### src/rtl/add_seq_n_bit_pkg.sv
// rtl/add_seq_n_bit_pkg.sv - shared FSM encodings and chunk-count helpers for the sequential adder
package add_seq_n_bit_pkg;

    typedef enum logic [1:0] {
        ST_IDLE = 2'd0,
        ST_RUN  = 2'd1,
        ST_DONE = 2'd2
    } state_t;

    function automatic int nchunk(input int width, input int chunk);
        return width / chunk;
    endfunction

    // A single-chunk configuration still needs a one-bit index register.
    function automatic int idx_width(input int n);
        return (n <= 1) ? 1 : $clog2(n);
    endfunction

endpackage

### src/rtl/add_seq_n_bit_rca.sv
// rtl/add_seq_n_bit_rca.sv - combinational N-bit adder slice with carry into the MSB
module add_rca_n_bit #(
    parameter int N = 8
) (
    input  logic [N-1:0] X,
    input  logic [N-1:0] Y,
    input  logic         ci,
    output logic [N-1:0] sum,
    output logic         co,
    output logic         c_msb
);

    logic [N:0] full;

    assign full  = {1'b0, X} + {1'b0, Y} + {{N{1'b0}}, ci};
    assign sum   = full[N-1:0];
    assign co    = full[N];
    // The MSB sum bit is X^Y^carry_in, so the incoming carry can be recovered from it.
    assign c_msb = full[N-1] ^ X[N-1] ^ Y[N-1];

endmodule

### src/rtl/add_seq_n_bit.sv
// rtl/add_seq_n_bit.sv - multi-cycle adder/subtractor processing CHUNK bits per clock
module add_seq_n_bit
    import add_seq_n_bit_pkg::*;
#(
    parameter int WIDTH = 32,
    parameter int CHUNK = 8
) (
    input  logic             clk,
    input  logic             rst,
    input  logic             in_valid,
    output logic             in_ready,
    input  logic [WIDTH-1:0] X,
    input  logic [WIDTH-1:0] Y,
    input  logic             ci,
    input  logic             sub,
    output logic             out_valid,
    input  logic             out_ready,
    output logic [WIDTH-1:0] sum,
    output logic             co,
    output logic             overflow
);

    localparam int NCHUNK = nchunk(WIDTH, CHUNK);
    localparam int IDXW   = idx_width(NCHUNK);
    localparam logic [IDXW-1:0] LAST_IDX = IDXW'(NCHUNK - 1);

    state_t            state;
    state_t            next_state;
    logic [WIDTH-1:0]  x_r;
    logic [WIDTH-1:0]  y_r;
    logic              carry;
    logic [IDXW-1:0]   idx;
    int                off;
    logic [CHUNK-1:0]  rca_sum;
    logic              rca_co;
    logic              rca_cmsb;

    assign off = int'(idx) * CHUNK;

    add_rca_n_bit #(.N(CHUNK)) u_rca (
        .X     (x_r[off +: CHUNK]),
        .Y     (y_r[off +: CHUNK]),
        .ci    (carry),
        .sum   (rca_sum),
        .co    (rca_co),
        .c_msb (rca_cmsb)
    );

    always_ff @(posedge clk) begin
        if (rst) state <= ST_IDLE;
        else     state <= next_state;
    end

    always_comb begin
        next_state = state;
        in_ready   = 1'b0;
        out_valid  = 1'b0;
        case (state)
            ST_IDLE: begin
                in_ready = 1'b1;
                if (in_valid) next_state = ST_RUN;
            end
            ST_RUN: begin
                if (idx == LAST_IDX) next_state = ST_DONE;
            end
            ST_DONE: begin
                out_valid = 1'b1;
                if (out_ready) next_state = ST_IDLE;
            end
            default: next_state = ST_IDLE;
        endcase
    end

    // Subtraction is X + ~Y + 1, so the inversion and the +1 are folded in at accept time.
    always_ff @(posedge clk) begin
        if (rst) begin
            x_r      <= '0;
            y_r      <= '0;
            carry    <= 1'b0;
            idx      <= '0;
            sum      <= '0;
            co       <= 1'b0;
            overflow <= 1'b0;
        end else begin
            case (state)
                ST_IDLE: begin
                    if (in_valid) begin
                        x_r   <= X;
                        y_r   <= sub ? ~Y : Y;
                        carry <= sub ? 1'b1 : ci;
                        idx   <= '0;
                    end
                end
                ST_RUN: begin
                    sum[off +: CHUNK] <= rca_sum;
                    carry             <= rca_co;
                    idx               <= idx + IDXW'(1);
                    if (idx == LAST_IDX) begin
                        co       <= rca_co;
                        overflow <= rca_cmsb ^ rca_co;
                    end
                end
                default: ;
            endcase
        end
    end

endmodule

### config.mk
export PLATFORM = sky130hd
export DESIGN_NAME = add_seq_n_bit
export DESIGN_NICKNAME = d
export VERILOG_FILES = /design/src/rtl/add_seq_n_bit_pkg.sv /design/src/rtl/add_seq_n_bit_rca.sv /design/src/rtl/add_seq_n_bit.sv
export SDC_FILE = /design/constraint.sdc
export NUM_CORES = 1
export LEC_CHECK = 0
export ABC_AREA = 1
export BUFFER_PORTS_ARGS = -buffer_cell sky130_fd_sc_hd__buf_2
export CORE_UTILIZATION = 49
export CTS_CLUSTER_DIAMETER = 40
export DETAILED_ROUTE_END_ITERATION = 16
export HOLD_SLACK_MARGIN = 0.03
export PLACE_DENSITY = 0.76
export REMOVE_ABC_BUFFERS = 1
export SLEW_MARGIN = 20
export SYNTH_ARGS = -nofsm -noshare
export SYNTH_HDL_FRONTEND = slang
export SYNTH_SLANG_ARGS = --single-unit
### constraint.sdc
create_clock -name clk -period 2.8 [get_ports clk]
set_input_delay 0 -clock clk [delete_from_list [all_inputs] [get_ports clk]]
set_output_delay 0 -clock clk [all_outputs]
set_load 0.05 [all_outputs]
======== Word-level counts from Yosys, hierarchy flattened ========
Index checks and enable logic that the tools add are counted.
cells by class
  add/sub/neg operators ................... 4
  eq/ne operators ......................... 6
  shift operators ......................... 4
  muxes and demuxes ....................... 13
  bitwise logic cells ..................... 4
  reductions and logical operators ........ 6
operators by type and width
  operator                 number
  $shiftx 32x6->8          2
  $neg 5->33               1
  $shift 8x33->32 const A  1
  $shiftx 8x33->32         1
  $bwmux 32                1
  $mux 32                  1
  $not 32->32              1
  $add 8x8->9              1
  $add 9x1->9              1
  $mux 2                   4
  $ne 2x2->1 const B       3
  $pmux 2 s3               1
  $reduce_and 2->1         3
  $eq 2x2->1 const B       2
  $mux 1                   4
  $pmux 2 s2               1
  $reduce_and 3->1         1
  $xor 1x1->1              3
  $add 2x1->2 const B      1
  $eq 2x1->1 const B       1
  $logic_not 2->1          1
  $pmux 1 s2               1
  $reduce_bool 2->1        1
storage, ports and cells
  register bits ........................... 103
  input port bits ......................... 70
  logic and storage cells ................. 45

======== Depth between registers and ports, before layout ========
  depth in word-level cells ............... 6
  gate-level depth with buffers ........... 18
  depth with buffers taken out ............ 16

======== Modules after synthesis ========
A second synthesis with hierarchy kept.
second synthesis, totals
  cell total of the unflattened synthesis .. 688
  area, all modules ....................... 5139.9 µm²
modules (own cells, without submodules)
  module         instances  cells an instance  area each (µm²)  seq. area each (µm²)
  add_seq_n_bit  1          632                4760.8           2062.0
  add_rca_n_bit  1          56                 379.1            0.0

======== Least setup slack after synthesis ========
No wires, ideal clock.
  path type ............................... register to register
  start point ............................. reg idx[0]
  end point ............................... reg sum[30]
  library setup time ...................... 0.071 ns
  arrival time ............................ 2.603 ns
  data required time ...................... 2.729 ns
  setup slack ............................. 0.127 ns
  stages on the path, launching flop included .. 17
  buffers on the path ..................... 2
  path through ............................ dfxtp_1 > inv_1 > buf_2 > clkbuf_1 > o21ai_0 > o22ai_1 > fa_1 > inv_1 > fa_1 > inv_1 > nand4_1 > nand3_2 > xor2_2 > nand2_1 > nor2_1 > nand2_1 > a21oi_1
on the way
  word-level cells in the longest chain between the ends .. 5
RTL lines
  element                             RTL line                                  source
  start, declared                     add_seq_n_bit.sv:32                       logic [IDXW-1:0] idx;
  start signal, assigned              add_seq_n_bit.sv:97                       idx <= idx + IDXW'(1);
  $shiftx 32x6->8 (on tied branches)  add_seq_n_bit.sv:41, add_seq_n_bit.sv:42
  $add 8x8->9                         add_seq_n_bit_rca.sv:15                   assign full = {1'b0, X} + {1'b0, Y} + {{N{1'b0}}, ci};
  $add 9x1->9                         add_seq_n_bit_rca.sv:15
  $shiftx 8x33->32                    add_seq_n_bit.sv:95                       sum[off +: CHUNK] <= rca_sum;
  $bwmux 32 *                         add_seq_n_bit.sv:95
  end signal, assigned by index       add_seq_n_bit.sv:95
  end, declared                       add_seq_n_bit.sv:18                       output logic [WIDTH-1:0] sum,
Every way passes the cells marked *; elsewhere a longest branch is shown, timed or not.
A chain may end at the register's enable or synchronous reset.

======== Final worst setup path ========
  start point ............................. reg idx[1]
  end point ............................... reg sum[14]
The elaborated chain is that of the path after synthesis.

==> summary by stage <==
Run status
The run finished with clean final reports.

Final layout
At the end of the flow, the number of nets in the layout was 906. With fillers left out, the area of the finished cells amounts to 6540 sq um. The fraction of final layout cells sized beyond drive strength 1 is 0.203. 0 antenna diodes ended up in the layout. The final instance count without filler cells is 959. From synthesis to final layout, the design area changed by 30.7%.

The filler cells instantiated in the layout total 886.

CTS
The clock latency on the worst-skew pair is 0.37 ns. The clock passes through at most 2 buffers. In this run the number of H-tree levels came out at 3. TritonCTS built the clock tree. The root buffer selected by CTS is sky130_fd_sc_hd__clkbuf_8. The number of buffers inserted during clock tree synthesis is 9. The clock drives 103 sinks. The clock input transition at the sequential cells of the worst setup and hold paths is 0.10 ns.

Floorplanning
For this configuration, the core starts out at a cell density of 0.509. The I/O pin count is 106. The total number of placement rows is 36. In this run the vertical extent of the chip is 103 um. The die is 103 um wide. The floorplan step defined a die boundary enclosing 10600 sq um. After floorplanning, the core was sized to cover 9820 sq um.

Min path
The class of the most critical hold timing path is input port to flop.

Pwr
For this design the static power due to leakage is 2.80 nW. The cell area power density is 550 nW/um^2. Across the VDD grid, the largest voltage drop is 0.299 mV.

Setup path
The largest driver fanout on the critical path is 6. Data on the critical path arrives at its endpoint at 2.90 ns. STA classifies the critical path startpoint as a flop. The worst setup path is of the flop to flop kind. The sort of element at the end of the critical path is a flop.

The data required time of the worst path is 3.09 ns.

Placed design
The weighted congestion reported at the end of routability-driven placement is 0.882. The detailed placer's ending HPWL is 8610 um. Including well taps, the total number of placed cells is 875. The port buffer count is 105.

After detailed placement, the total cell area comes to 5610 sq um.

Detailed routing
The overall via count from detail_route is 4917. The first routing iteration left 149 violations. The number of routed nets with antenna violations is 0. After detailed routing, the average wire length per cell comes to 13.9 um. The number of DRC violations after detailed routing is 0. The mean number of vias per cell is 5.13.

The routed wire length is 13300 um. The number of optimization iterations in the first detailed-route pass is 4.

Job
The tool flagged a number of max-cap violations equal to 0.

Yosys
Of the synthesized area, sequential elements account for 0.412. The arithmetic-cell share of the synthesized area counting full adders, half adders and majority gates is 0.0405. After synthesis, the largest family of logic cells by area is simple AND/OR/NAND/NOR gates. By count the netlist is led by sky130_fd_sc_hd__nor2_1 (129), sky130_fd_sc_hd__nand2_1 (112), sky130_fd_sc_hd__dfxtp_1 (103). Sorting the synthesized cells by area gives the leading types as sky130_fd_sc_hd__dfxtp_1 (41%), sky130_fd_sc_hd__nor2_1 (9.7%), sky130_fd_sc_hd__nand2_1 (8.4%).

The number of enable flip-flop cells after synthesis is 0. The share of synthesized registers carrying an async set or reset is 0. The area fraction in compound gates after synthesis was 0.180. The post-synthesis mux area share is 0. The most common flop cell mapped by yosys is sky130_fd_sc_hd__dfxtp_1.

Each instance of the synthesized netlist takes up on average 7.49 sq um. Of the post-synthesis cell area, the dominant cell type holds 0.412. After technology mapping, the gate count stands at 668. The cell taking the most area after synthesis is sky130_fd_sc_hd__dfxtp_1. The simple-gate share of the synthesized area is 0.239. The Yosys step of the flow raised 0 warnings. The flip-flop and latch count after synthesis is 103. The synthesized cell area is 5000 sq um.

The count of distinct cell types in the synthesized netlist is 35. Of the total synthesized cell area, the portion taken by XOR and XNOR cells is 0.0663. The most used standard cell by instance count after synthesis is sky130_fd_sc_hd__nor2_1.

STA
The final hold violation count is 0. The part of the cycle the worst path needs is 0.932. The relative slew slack is 0.378. Based on the critical path, the design can be clocked at up to 383 MHz. Clock skew on the completed layout was measured at 0.0157 ns. The post-route minimum period is 2.61 ns. The final setup violation count is 0. The count of final max-slew check failures is 0. The pin slew with the least headroom to its limit is 0.933 ns.

Global route
The number of global-route vias before repair was 4658. For this run, the total global-route usage over all layers was measured as 0.252. The total overflow left after global routing is 0. The pin count of the biggest net entering global routing is 70.

The first global-routing pass estimated 20900 um of wire. The number of antenna violations at the first check in global routing is 0.
==> metal layers <==
metal	GRT usage	up-vias	part of all wire
met4	0.0878	0	0.018
met2	0.460	133	0.51
met5	0	-	0
li1	-	2505	-
met3	0.0359	24	0.044
met1	0.302	2255	0.43
==> cell usage in the layout, fill, tap and decap left out, types with 21 or more instances in the layout <==
master	synthesis	layout
sky130_fd_sc_hd__dlygate4sd3_1	0	65
sky130_fd_sc_hd__a21oi_1	39	39
sky130_fd_sc_hd__nor2_1	129	128
sky130_fd_sc_hd__a211oi_1	32	32
sky130_fd_sc_hd__nand3_1	21	21
sky130_fd_sc_hd__buf_2	18	105
sky130_fd_sc_hd__xnor2_1	34	34
sky130_fd_sc_hd__o21ai_0	59	58
sky130_fd_sc_hd__nand2_1	112	112
sky130_fd_sc_hd__inv_1	30	28
sky130_fd_sc_hd__dfxtp_1	103	101
==> metrics by stage <==
| stage | utilization | setup slack [ns] | total power, mW | setup TNS, ns | hold WS [ns] |
|---|---|---|---|---|---|
| after floorplan | - | -0.964 | 2.26 | -64.82 | 0.0624 |
| after global placement | 0.572 | 0.147 | 2.52 | 0 | 0.248 |
| after detailed placement | 0.572 | 0.0801 | 2.54 | 0 | 0.254 |
| after CTS | 0.659 | 0.0523 | 3.55 | 0 | 0.0513 |
| after global routing | 0.666 | -0.0515 | 3.78 | -0.0788 | 0.127 |
| final | 0.666 | 0.192 | 3.59 | 0 | 0.124 |
==> state kept, by name (all words and copies together), names as in the netlist <==
name / cells
x_r: 32
y_r: 32
sum: 32
state: 2
co: 1
carry: 1
idx: 2
overflow: 1
==> cells by family after synthesis <==
kind of cell / count (synthesis)
XOR/XNOR: 37
flip-flops: 103
adder cells (fa/ha/maj): 15
buffers and inverters: 75
AO/OA/AOI/OAI: 154
AND/OR/NAND/NOR: 284
==> worst paths after layout <==
kind         startpoint  endpoint  slack [ns]  cells after the start
max              idx[1]   sum[14]        0.19                     14
min                Y[1]    y_r[1]        0.12                      4
max reg2reg      idx[1]   sum[14]        0.19                     14
min reg2reg      y_r[1]    y_r[1]        0.46                      2
==> what timing repair did <==
item / 4_1_cts / 5_1_grt
hold buffers: 65 / 0
endpoints found under the setup margin: 0 / 14
resized for setup: 0 / 12
setup buffers: 0 / 2
hold endpoints to repair: 65 / 0
==> critical path, stage by stage, from the launching register on <==
cell                      delay [ns]
sky130_fd_sc_hd__dfxtp_2        0.40
sky130_fd_sc_hd__buf_4          0.17
sky130_fd_sc_hd__o21ai_0        0.10
sky130_fd_sc_hd__o22ai_2        0.24
sky130_fd_sc_hd__fa_2           0.25
sky130_fd_sc_hd__inv_1          0.05
sky130_fd_sc_hd__fa_1           0.39
sky130_fd_sc_hd__inv_1          0.08
sky130_fd_sc_hd__nand4_1        0.11
sky130_fd_sc_hd__nand3_2        0.12
sky130_fd_sc_hd__xor2_2         0.21
sky130_fd_sc_hd__nand2_1        0.10
sky130_fd_sc_hd__nor2_2         0.11
sky130_fd_sc_hd__nand2_1        0.06
sky130_fd_sc_hd__a21oi_1        0.13
==> report_power, final <==
part / switching (mW) / leakage, nW / internal, mW
sequential: 0.0589 / 0.847 / 1.56
combinational: 0.598 / 1.86 / 0.407
clock: 0.542 / 0.0982 / 0.425
total: 1.20 / 2.80 / 2.40
==> area by class of cell <==
| type | count | area, sq um | area share |
|---|---|---|---|
| multi-input combinational | 490 | 2650 | 0.405 |
| sequential | 103 | 2070 | 0.316 |
| timing repair buffer | 184 | 1320 | 0.203 |
| tap | 133 | 166 | 0.0255 |
| inverter | 33 | 126 | 0.0193 |
| clock buffer | 9 | 124 | 0.0190 |
| clock inverter | 7 | 78.8 | 0.0121 |
(Power assumes the default switching activity.)
